`config.mk`:
```
export PLATFORM = sky130hd
export DESIGN_NAME = note_player
export DESIGN_NICKNAME = d
export VERILOG_FILES = /design/src/rtl/note_player_pkg.sv /design/src/rtl/note_step_rom.sv /design/src/rtl/note_player.sv
export SDC_FILE = /design/constraint.sdc
export NUM_CORES = 1
export LEC_CHECK = 0
export BUFFER_PORTS_ARGS = -buffer_cell sky130_fd_sc_hd__buf_4
export CAP_MARGIN = 40
export CORE_MARGIN = 2
export CORE_UTILIZATION = 38
export DETAILED_ROUTE_END_ITERATION = 10
export PLACE_DENSITY_LB_ADDON = 0.1
export SLEW_MARGIN = 20
export SYNTH_ARGS = -nofsm -noshare
export SYNTH_HDL_FRONTEND = slang
export SYNTH_SLANG_ARGS = --single-unit
```
`constraint.sdc`:
```
create_clock -name clk -period 3.47 [get_ports clk]
set_input_delay 0.1735 -clock clk [delete_from_list [all_inputs] [get_ports clk]]
set_output_delay 0.1735 -clock clk [all_outputs]
set_load 0.02 [all_outputs]
```
`src/rtl/note_player_pkg.sv`:
```
// note_player_pkg
// Shared definitions for the note player: one-hot FSM state encodings,
// the rest-note code, default datapath widths and the audio sample rate
// that the note step table was derived from.
package note_player_pkg;

  // One-hot state encoding for the note player FSM.
  typedef enum logic [2:0] {
    NP_IDLE    = 3'b001,
    NP_PLAYING = 3'b010,
    NP_DONE    = 3'b100
  } np_state_e;

  localparam logic [5:0] NOTE_REST      = 6'd0;
  localparam int         NP_PHASE_W     = 20;
  localparam int         NP_SAMPLE_W    = 16;
  localparam int         NP_SAMPLE_RATE = 48000;
  localparam int         NP_NOTE_W      = 6;

endpackage

```
`src/rtl/note_step_rom.sv`:
```
// note_step_rom
// Combinational note-number to phase-increment table.
//   step = round(440 * 2^((n-49)/12) * 2^20 / 48000), step(0) = 0 (rest).
// The table is scaled for a 20-bit phase accumulator at the 48 kHz sample
// rate; the result is zero-extended or truncated to PHASE_W.
// Ports:
//   note_i  in  6        note number (0 = rest, 49 = A4)
//   step_o  out PHASE_W  phase increment per sample strobe
module note_step_rom
  import note_player_pkg::*;
#(
  parameter int PHASE_W = NP_PHASE_W
) (
  input  logic [NP_NOTE_W-1:0] note_i,
  output logic [PHASE_W-1:0]   step_o
);

  logic [19:0] raw;

  always_comb begin
    raw = 20'd0;
    case (note_i)
      6'd1:  raw = 20'd601;
      6'd2:  raw = 20'd636;
      6'd3:  raw = 20'd674;
      6'd4:  raw = 20'd714;
      6'd5:  raw = 20'd757;
      6'd6:  raw = 20'd802;
      6'd7:  raw = 20'd850;
      6'd8:  raw = 20'd900;
      6'd9:  raw = 20'd954;
      6'd10: raw = 20'd1010;
      6'd11: raw = 20'd1070;
      6'd12: raw = 20'd1134;
      6'd13: raw = 20'd1201;
      6'd14: raw = 20'd1273;
      6'd15: raw = 20'd1349;
      6'd16: raw = 20'd1429;
      6'd17: raw = 20'd1514;
      6'd18: raw = 20'd1604;
      6'd19: raw = 20'd1699;
      6'd20: raw = 20'd1800;
      6'd21: raw = 20'd1907;
      6'd22: raw = 20'd2021;
      6'd23: raw = 20'd2141;
      6'd24: raw = 20'd2268;
      6'd25: raw = 20'd2403;
      6'd26: raw = 20'd2546;
      6'd27: raw = 20'd2697;
      6'd28: raw = 20'd2858;
      6'd29: raw = 20'd3028;
      6'd30: raw = 20'd3208;
      6'd31: raw = 20'd3398;
      6'd32: raw = 20'd3600;
      6'd33: raw = 20'd3815;
      6'd34: raw = 20'd4041;
      6'd35: raw = 20'd4282;
      6'd36: raw = 20'd4536;
      6'd37: raw = 20'd4806;
      6'd38: raw = 20'd5092;
      6'd39: raw = 20'd5395;
      6'd40: raw = 20'd5715;
      6'd41: raw = 20'd6055;
      6'd42: raw = 20'd6415;
      6'd43: raw = 20'd6797;
      6'd44: raw = 20'd7201;
      6'd45: raw = 20'd7629;
      6'd46: raw = 20'd8083;
      6'd47: raw = 20'd8563;
      6'd48: raw = 20'd9072;
      6'd49: raw = 20'd9612;
      6'd50: raw = 20'd10184;
      6'd51: raw = 20'd10789;
      6'd52: raw = 20'd11431;
      6'd53: raw = 20'd12110;
      6'd54: raw = 20'd12830;
      6'd55: raw = 20'd13593;
      6'd56: raw = 20'd14402;
      6'd57: raw = 20'd15258;
      6'd58: raw = 20'd16165;
      6'd59: raw = 20'd17127;
      6'd60: raw = 20'd18145;
      6'd61: raw = 20'd19224;
      6'd62: raw = 20'd20367;
      6'd63: raw = 20'd21578;
      default: raw = 20'd0;
    endcase
  end

  assign step_o = PHASE_W'(raw);

endmodule

```
`src/rtl/note_player.sv`:
```
// note_player
// Times one note at a time against the beat tick and synthesises a signed
// triangle wave at the audio sample strobe. done_with_note requests the
// next note from the song reader (level request in IDLE while enabled,
// one-cycle completion pulse in DONE).
// Ports:
//   clk                   in   1   system clock
//   reset                 in   1   synchronous active-high reset
//   play_enable           in   1   1 = run, 0 = freeze timing/phase, silence
//   note_to_load          in   6   note number (0 = rest)
//   duration_to_load      in   6   note length in beats (0 treated as 1)
//   load_new_note         in   1   capture strobe for note/duration
//   done_with_note        out  1   request / completion to the reader
//   beat                  in   1   one-cycle beat tick
//   generate_next_sample  in   1   one-cycle sample strobe
//   sample_out            out  16  signed sample
//   new_sample_ready      out  1   one-cycle strobe, sample_out valid
// Configuration macro: NOTE_PLAYER_ARTIC_EN -- when defined, the final beat
// of every note is silenced (phase and timing unaffected).
module note_player
  import note_player_pkg::*;
#(
  parameter int PHASE_W  = NP_PHASE_W,
  parameter int SAMPLE_W = NP_SAMPLE_W
) (
  input  logic                       clk,
  input  logic                       reset,
  input  logic                       play_enable,
  input  logic [NP_NOTE_W-1:0]       note_to_load,
  input  logic [NP_NOTE_W-1:0]       duration_to_load,
  input  logic                       load_new_note,
  output logic                       done_with_note,
  input  logic                       beat,
  input  logic                       generate_next_sample,
  output logic signed [SAMPLE_W-1:0] sample_out,
  output logic                       new_sample_ready
);

  np_state_e                  state_q, state_d;
  logic [NP_NOTE_W-1:0]       note_q, note_d;
  logic [NP_NOTE_W-1:0]       beats_left_q, beats_left_d;
  logic [PHASE_W-1:0]         phase_q, phase_d;
  logic [PHASE_W-1:0]         phase_next;
  logic [PHASE_W-1:0]         step;
  logic signed [SAMPLE_W-1:0] sample_q, sample_d;
  logic                       nsr_q, nsr_d;
  logic                       accept_load;
  logic                       strobe;
  logic                       sounding;

  // Triangle shaper on the top SAMPLE_W phase bits: the MSB folds the ramp,
  // the remaining bits form a 15-bit magnitude u, and {u,0} - 2^(W-1) is the
  // same as inverting the top bit of {u,0}.
  function automatic logic signed [SAMPLE_W-1:0] tri_shape(
    input logic [SAMPLE_W-1:0] ph_top
  );
    logic [SAMPLE_W-2:0] u;
    u = ph_top[SAMPLE_W-1] ? ~ph_top[SAMPLE_W-2:0] : ph_top[SAMPLE_W-2:0];
    return $signed({~u[SAMPLE_W-2], u[SAMPLE_W-3:0], 1'b0});
  endfunction

  note_step_rom #(
    .PHASE_W(PHASE_W)
  ) u_step_rom (
    .note_i (note_q),
    .step_o (step)
  );

  assign strobe     = play_enable && generate_next_sample;
  assign phase_next = phase_q + step;

`ifdef NOTE_PLAYER_ARTIC_EN
  // Final beat is silent so repeated notes are heard as separate notes.
  assign sounding = (state_q == NP_PLAYING) && (note_q != NOTE_REST) &&
                    (beats_left_q != 6'd1);
`else
  assign sounding = (state_q == NP_PLAYING) && (note_q != NOTE_REST);
`endif

  // Next-state: FSM, beat counter and phase accumulator.
  always_comb begin
    state_d      = state_q;
    note_d       = note_q;
    beats_left_d = beats_left_q;
    phase_d      = phase_q;
    accept_load  = 1'b0;

    case (state_q)
      NP_IDLE: begin
        // A load is only honoured while the request is being asserted.
        if (play_enable && load_new_note) accept_load = 1'b1;
      end
      NP_PLAYING: begin
        if (play_enable && beat) begin
          beats_left_d = beats_left_q - 6'd1;
          if (beats_left_q == 6'd1) state_d = NP_DONE;
        end
        if (strobe) phase_d = phase_next;
      end
      NP_DONE: begin
        // DONE always lasts one cycle; a load here chains with no gap.
        if (play_enable && load_new_note) accept_load = 1'b1;
        else                              state_d = NP_IDLE;
      end
      default: state_d = NP_IDLE;
    endcase

    if (accept_load) begin
      note_d       = note_to_load;
      beats_left_d = (duration_to_load == 6'd0) ? 6'd1 : duration_to_load;
      phase_d      = '0;
      state_d      = NP_PLAYING;
    end
  end

  // Next-state: sample output, computed from the freshly advanced phase so
  // the sample appears one cycle after its strobe.
  always_comb begin
    nsr_d    = strobe;
    sample_d = sample_q;
    if (strobe) begin
      sample_d = sounding ? tri_shape(phase_next[PHASE_W-1 -: SAMPLE_W]) : '0;
    end else if (!play_enable || (state_q != NP_PLAYING)) begin
      sample_d = '0;
    end
  end

  always_ff @(posedge clk) begin
    if (reset) begin
      state_q      <= NP_IDLE;
      note_q       <= '0;
      beats_left_q <= '0;
      phase_q      <= '0;
      sample_q     <= '0;
      nsr_q        <= 1'b0;
    end else begin
      state_q      <= state_d;
      note_q       <= note_d;
      beats_left_q <= beats_left_d;
      phase_q      <= phase_d;
      sample_q     <= sample_d;
      nsr_q        <= nsr_d;
    end
  end

  // Reset masks the IDLE request so the reader sees nothing during reset.
  assign done_with_note   = !reset &&
                            (((state_q == NP_IDLE) && play_enable) ||
                             (state_q == NP_DONE));
  assign sample_out       = sample_q;
  assign new_sample_ready = nsr_q;

endmodule

```
== Word-level counts from Yosys, hierarchy flattened ==
Memories as Yosys holds them, arrays and structs flattened. A register that Yosys moved wholly into a read port is not among the register bits.
Index checks and enable logic that the tools add are counted.
Widths: inputs -> output; s select.

* Add/subtract/negate cells: 2
* Equal/unequal tests: 12
* Multiplexer cells: 17
* Bitwise operators: 3
* Reductions and logical operators: 21

{| class="wikitable"
|+ Operators by type and width
! kind !! count
|-
| $mux 16 || 3
|-
| $mux 6 || 6
|-
| $add 20x20->20 || 1
|-
| $mux 15 || 1
|-
| $not 15->15 || 1
|-
| $mux 3 || 3
|-
| $ne 3x2->1 const B || 3
|-
| $pmux 3 s3 || 1
|-
| $reduce_and 4->1 || 2
|-
| $eq 6x1->1 const B || 1
|-
| $logic_and 1x1->1 || 6
|-
| $logic_not 6->1 || 1
|-
| $reduce_bool 2->1 || 3
|-
| $reduce_bool 6->1 || 1
|-
| $sub 6x1->6 const B || 1
|-
| $ne 2x1->1 const B || 2
|-
| $ne 2x2->1 const B || 2
|-
| $reduce_and 2->1 || 2
|-
| $reduce_or 2->1 || 2
|-
| $eq 3x1->1 const B || 1
|-
| $eq 3x2->1 const B || 1
|-
| $eq 3x3->1 const B || 1
|-
| $ne 3x3->1 const B || 1
|-
| $logic_not 1->1 || 2
|-
| other kinds (4) || 7
|}

* Register bits after elaboration: 52
* Bits in read-only memories: 960
* Input bits: 18
* Output and inout bits: 18
* Word-level logic and storage cells: 63
* Memories kept: 1

{| class="wikitable"
|+ Memory list
! name !! words !! bits a word !! rd ports !! clocked after Yosys merged registers in !! wr ports !! line !! source
|-
| (name not given) || 64 || 15 || 1 || 1 || 0 || note_step_rom.sv:22 || <nowiki>case (note_i)</nowiki>
|}

== Logic depth before layout (Yosys ltp) ==
* Depth after elaboration: 6
* Depth in mapped cells: 14
* Gate-level depth less buffers: 10

== By module ==
From an unflattened synthesis, not the netlist that was laid out.

* Cells, all modules: 628
* Area total of the unflattened synthesis: 4799.6 um^2

{| class="wikitable"
|+ By module, submodules not included
! module !! instances !! cells each !! area each (um^2) !! seq. area each (um^2)
|-
| note_player || 1 || 408 || 3316.9 || 1021.0
|-
| note_step_rom || 1 || 220 || 1482.7 || 0.0
|}

== Worst setup path after synthesis ==
No wires, ideal clock.

* Path kind: register to register
* Start: reg state_q[0]
* End: reg, netlist name u_step_rom.step_o[8]
* Library setup time: 0.131 ns
* Arrival: 2.588 ns
* Required time: 3.339 ns
* Path slack: 0.752 ns
* Stages on the path, launching flop included: 13
* Buffers on the path: 2
* Clock period less this slack: 2.718 ns
* Cells stage by stage: dfxtp_1 -> xnor2_1 -> o21ai_0 -> a21o_1 -> inv_1 -> clkbuf_1 -> ha_1 -> clkbuf_1 -> inv_1 -> o211ai_1 -> o311a_1 -> a211o_1 -> o21ai_0

* Word-level cells in the longest chain between the ends: 5
* Elaborated cells on any way between the ends: 6
* Classes of those cells: 2 x eq/ne; 3 x mux; 1 x reduce/logical

{| class="wikitable"
|+ Ends and longest elaborated chain
! what !! line !! source
|-
| from (decl) || note_player.sv:39 || <nowiki>np_state_e state_q, state_d;</nowiki>
|-
| from (signal assigned) || note_player.sv:137 || <nowiki>state_q <= state_d;</nowiki>
|-
| $eq 3x1->1 or $eq 3x3->1 (tied branches) || note_player.sv:88 || <nowiki>case (state_q)</nowiki>
|-
| $reduce_or 2->1 (no line) (*) || n/a ||
|-
| $mux 1 (*) || n/a ||
|-
| $mux 6 (no line) (*) (2 in series) || n/a ||
|}

Every way passes the cells marked *; elsewhere a longest branch is shown, timed or not.
A chain may end at the register's enable or synchronous reset.

== Worst setup path after layout ==
* Start: reg state_q[0]
* End: reg, netlist name u_step_rom.step_o[7]

* Word-level cells in the longest chain between the ends: 5
* Elaborated cells on any way between the ends: 6
* Classes of those cells: 2 x eq/ne; 3 x mux; 1 x reduce/logical

{| class="wikitable"
|+ Ends and longest elaborated chain
! what !! line
|-
| $eq 3x1->1 or $eq 3x3->1 (tied branches) || note_player.sv:88
|-
| $reduce_or 2->1 (no line) (*) || n/a
|-
| $mux 1 (*) || n/a
|-
| $mux 6 (no line) (*) (2 in series) || n/a
|}

Marked as above.

==> impl_metrics.ini <==
[clock_tree]
ctsResizeCount = 0
cts_setup_buffers = 0
cts_hold_buf = 0
cts.path.max_buffers = 2
htreeDepth = 3
cts_root_buf = clkbuf_16
cts_tree = built
cts_buffers = 9
clock-sinks = 66
clkTransAtPathRegs_ns = 0.06
clk-insertion-delay-late_ns = 0.34

[synth]
synth_top_area_frac = 0.280
synth_top_area_cell = dfxtp_1
yosysWarnings = 0
synth_seq_cells = 66
synthCells = 618
yosys_most_used_dff = dfxtp_1
synth_nets = 663
synth_area_leaders = dfxtp_1 (28%), ha_1 (6.9%), nand2_1 (6.8%)
synth_edf_count = 0
ys_seq_area_frac = 0.280
synth.cell_area_um2 = 4720
async_flop_share = 0
syn_avg_cell_area_um2 = 7.63
synthDistinctLibCells = 73

[run_status]
status = finished, final reports clean

[final_layout]
final_cell_mix = nand2_1 (85), dfxtp_1 (66), a21oi_1 (58)
syn_to_final_growth_pct = 15.2
final_nets = 679
fin_cells = 806
drive_gt1_frac = 0.122
fin_util = 0.451
antenna_cells = 0
regArea_um2 = 1320
fillerInstances = 1224
multi_input_area_um2 = 3160
final_common_cell = nand2_1

[worst_setup_path]
cp_data_required_time_ns = 3.71
r2r_start = state_q[0]$_SDFFE_PP1P_
arrival_ns = 3.34
crit_type = flip-flop to flip-flop
end_kind = flip-flop
cp_max_fo = 19
path_cells = xnor2_1 > o21ai_0 > a21o_1 > ha_1 > a21oi_1 > o31ai_1 > a21oi_1 > a21o_1 > a221oi_1
critPathSlowestCell = ha_1
slowest_delay_ns = 0.76
r2r-end = u_step_rom.step_o[7]$_DFF_P_
reg2reg_depth = 9
cp-start-kind = flip-flop
r2r_slack_ns = 0.37

[place]
dp_worst_setup_slack_ns = 0.405
dp.cells = 790
dp_hpwl_mm = 9.91
io_buffers = 34
gp_congestion = 0.902

[floorplanning]
fp-row-count = 40
coreArea_um2 = 12100
io_pins = 36
die_x_um = 115
die_area_um2 = 13300
die_y_um = 115
start_util = 0.391

[sta]
finalCritPeriodShare = 0.893
setup_violations = 0
final.setup_skew_ns = 0.0109
worstMarginPinSlew_ns = 0.756
finalCriticalPeriod_ns = 3.10
hold_ws_ns = 0.0933
finalSetupTns_ns = 0
relSlewSlack = 0.496
fmax_mhz = 323
fin_ws_ns = 0.370
finalMaxSlewViolations = 0
rsz0062_at_grt = no
hold_violations = 0

[worst_hold_path]
hold_path_end = beats_left_q[1]$_SDFFE_PP0P_
hold_start = duration_to_load[1]
hold_depth = 3
worstHoldPathType = input port to flip-flop

[detailed_routing]
drcViolationCount = 0
dr.pass1.iters = 5
ant_nets = 0
wirelength_mm = 13.6
post_drt_via_cell_ratio = 5.70
drtIter0Drc = 446
dr_total_vias = 4597
wl_per_cell_um = 16.8

[power]
p_leak_nw = 2.16
worst_ir_drop_vdd_v = 0.000199
p_per_area_nw_per_um2 = 393

[global_route]
track_usage = 0.211
grt_pass1_vias = 4254
overflow = 0
grt_pass1_wl_mm = 22.1
antenna_found_initial = 0
grt_max_degree = 33

[flow_run]
max_cap_viol_count = 0
worst max-delay path by stage:
stage | from | endpoint | depth (start not counted)
after floorplan | state_q[0]$_SDFFE_PP1P_ | u_step_rom.step_o[8]$_DFF_P_ | 12
after global placement | state_q[0]$_SDFFE_PP1P_ | u_step_rom.step_o[7]$_DFF_P_ | 9
after detailed placement | state_q[0]$_SDFFE_PP1P_ | u_step_rom.step_o[7]$_DFF_P_ | 9
after CTS | state_q[0]$_SDFFE_PP1P_ | u_step_rom.step_o[7]$_DFF_P_ | 9
after global routing | state_q[2]$_SDFFE_PP0P_ | u_step_rom.step_o[7]$_DFF_P_ | 9
final | state_q[0]$_SDFFE_PP1P_ | u_step_rom.step_o[7]$_DFF_P_ | 9
kinds of logic after synthesis:
| logic type | share of synthesized area |
|---|---|
| other cells | 0.000795 |
| xor+xnor | 0.0827 |
| simple gates | 0.222 |
| fa+ha+maj | 0.0732 |
| flops | 0.280 |
| buf+inv | 0.0520 |
| mux | 0.0154 |
| compound gates | 0.273 |
cell type report:
class | instances | area share
repair buffers | 48 | 0.0677
flip-flops and latches | 66 | 0.243
inverters | 16 | 0.0110
clock inverters | 6 | 0.0166
multi-input cells | 493 | 0.582
clock buffers | 9 | 0.0414
well taps | 168 | 0.0387
sequential cells by signal, indices dropped and copies added, names as in the netlist:
| signal | count |
|---|---|
| sample_out | 15 |
| beats_left_q | 6 |
| new_sample_ready | 1 |
| note_q | 6 |
| phase_q | 20 |
| u_step_rom.step_o | 15 |
| state_q | 3 |
power breakdown:
part	switching [W]	total, W	leakage, nW	internal (W)
logic	0.000216	0.000354	1.47	0.000137
clock network	0.000350	0.000977	0.152	0.000627
registers	0.0000196	0.000807	0.536	0.000787
total	0.000586	0.00214	2.16	0.00155
synthesized netlist by cell type (10+ instances only):
master / number
ha_1: 26
a211oi_1: 20
xnor2_1: 15
o21ai_0: 38
nor2_1: 49
nand2_1: 85
buf_2: 10
inv_1: 14
nand3_1: 19
nor3_1: 21
clkbuf_1: 28
a21oi_1: 59
dfxtp_1: 66
nand3b_1: 12
xor2_1: 22
stage by stage:
step | cell area [um^2] | total power (W)
after floorplan | 4720 | 0.00106
after global placement | 5110 | 0.00117
after detailed placement | 5110 | 0.00117
after CTS | 5420 | 0.00216
after global routing | 5440 | 0.00224
final | 5440 | 0.00214
routing by layer:
metal / GRT usage / part of all wire / up-vias / wire length (um)
met5: 0 / 0 / - / 0
met3: 0.0497 / 0.065 / 15 / 876
met1: 0.286 / 0.45 / 2153 / 6150
li1: - / - / 2266 / -
met4: 0.0683 / 0.015 / 0 / 197
met2: 0.333 / 0.47 / 163 / 6340
worst max-delay path, delay by kind of cell, from the launching register on:
kind / cells / cell delay, ns
AO/OA/AOI/OAI: 7 / 1.51
adder cells (fa/ha/maj): 1 / 0.76
flip-flops: 1 / 0.37
XOR/XNOR: 1 / 0.37
Note: power is estimated with default switching activity, not from simulation.
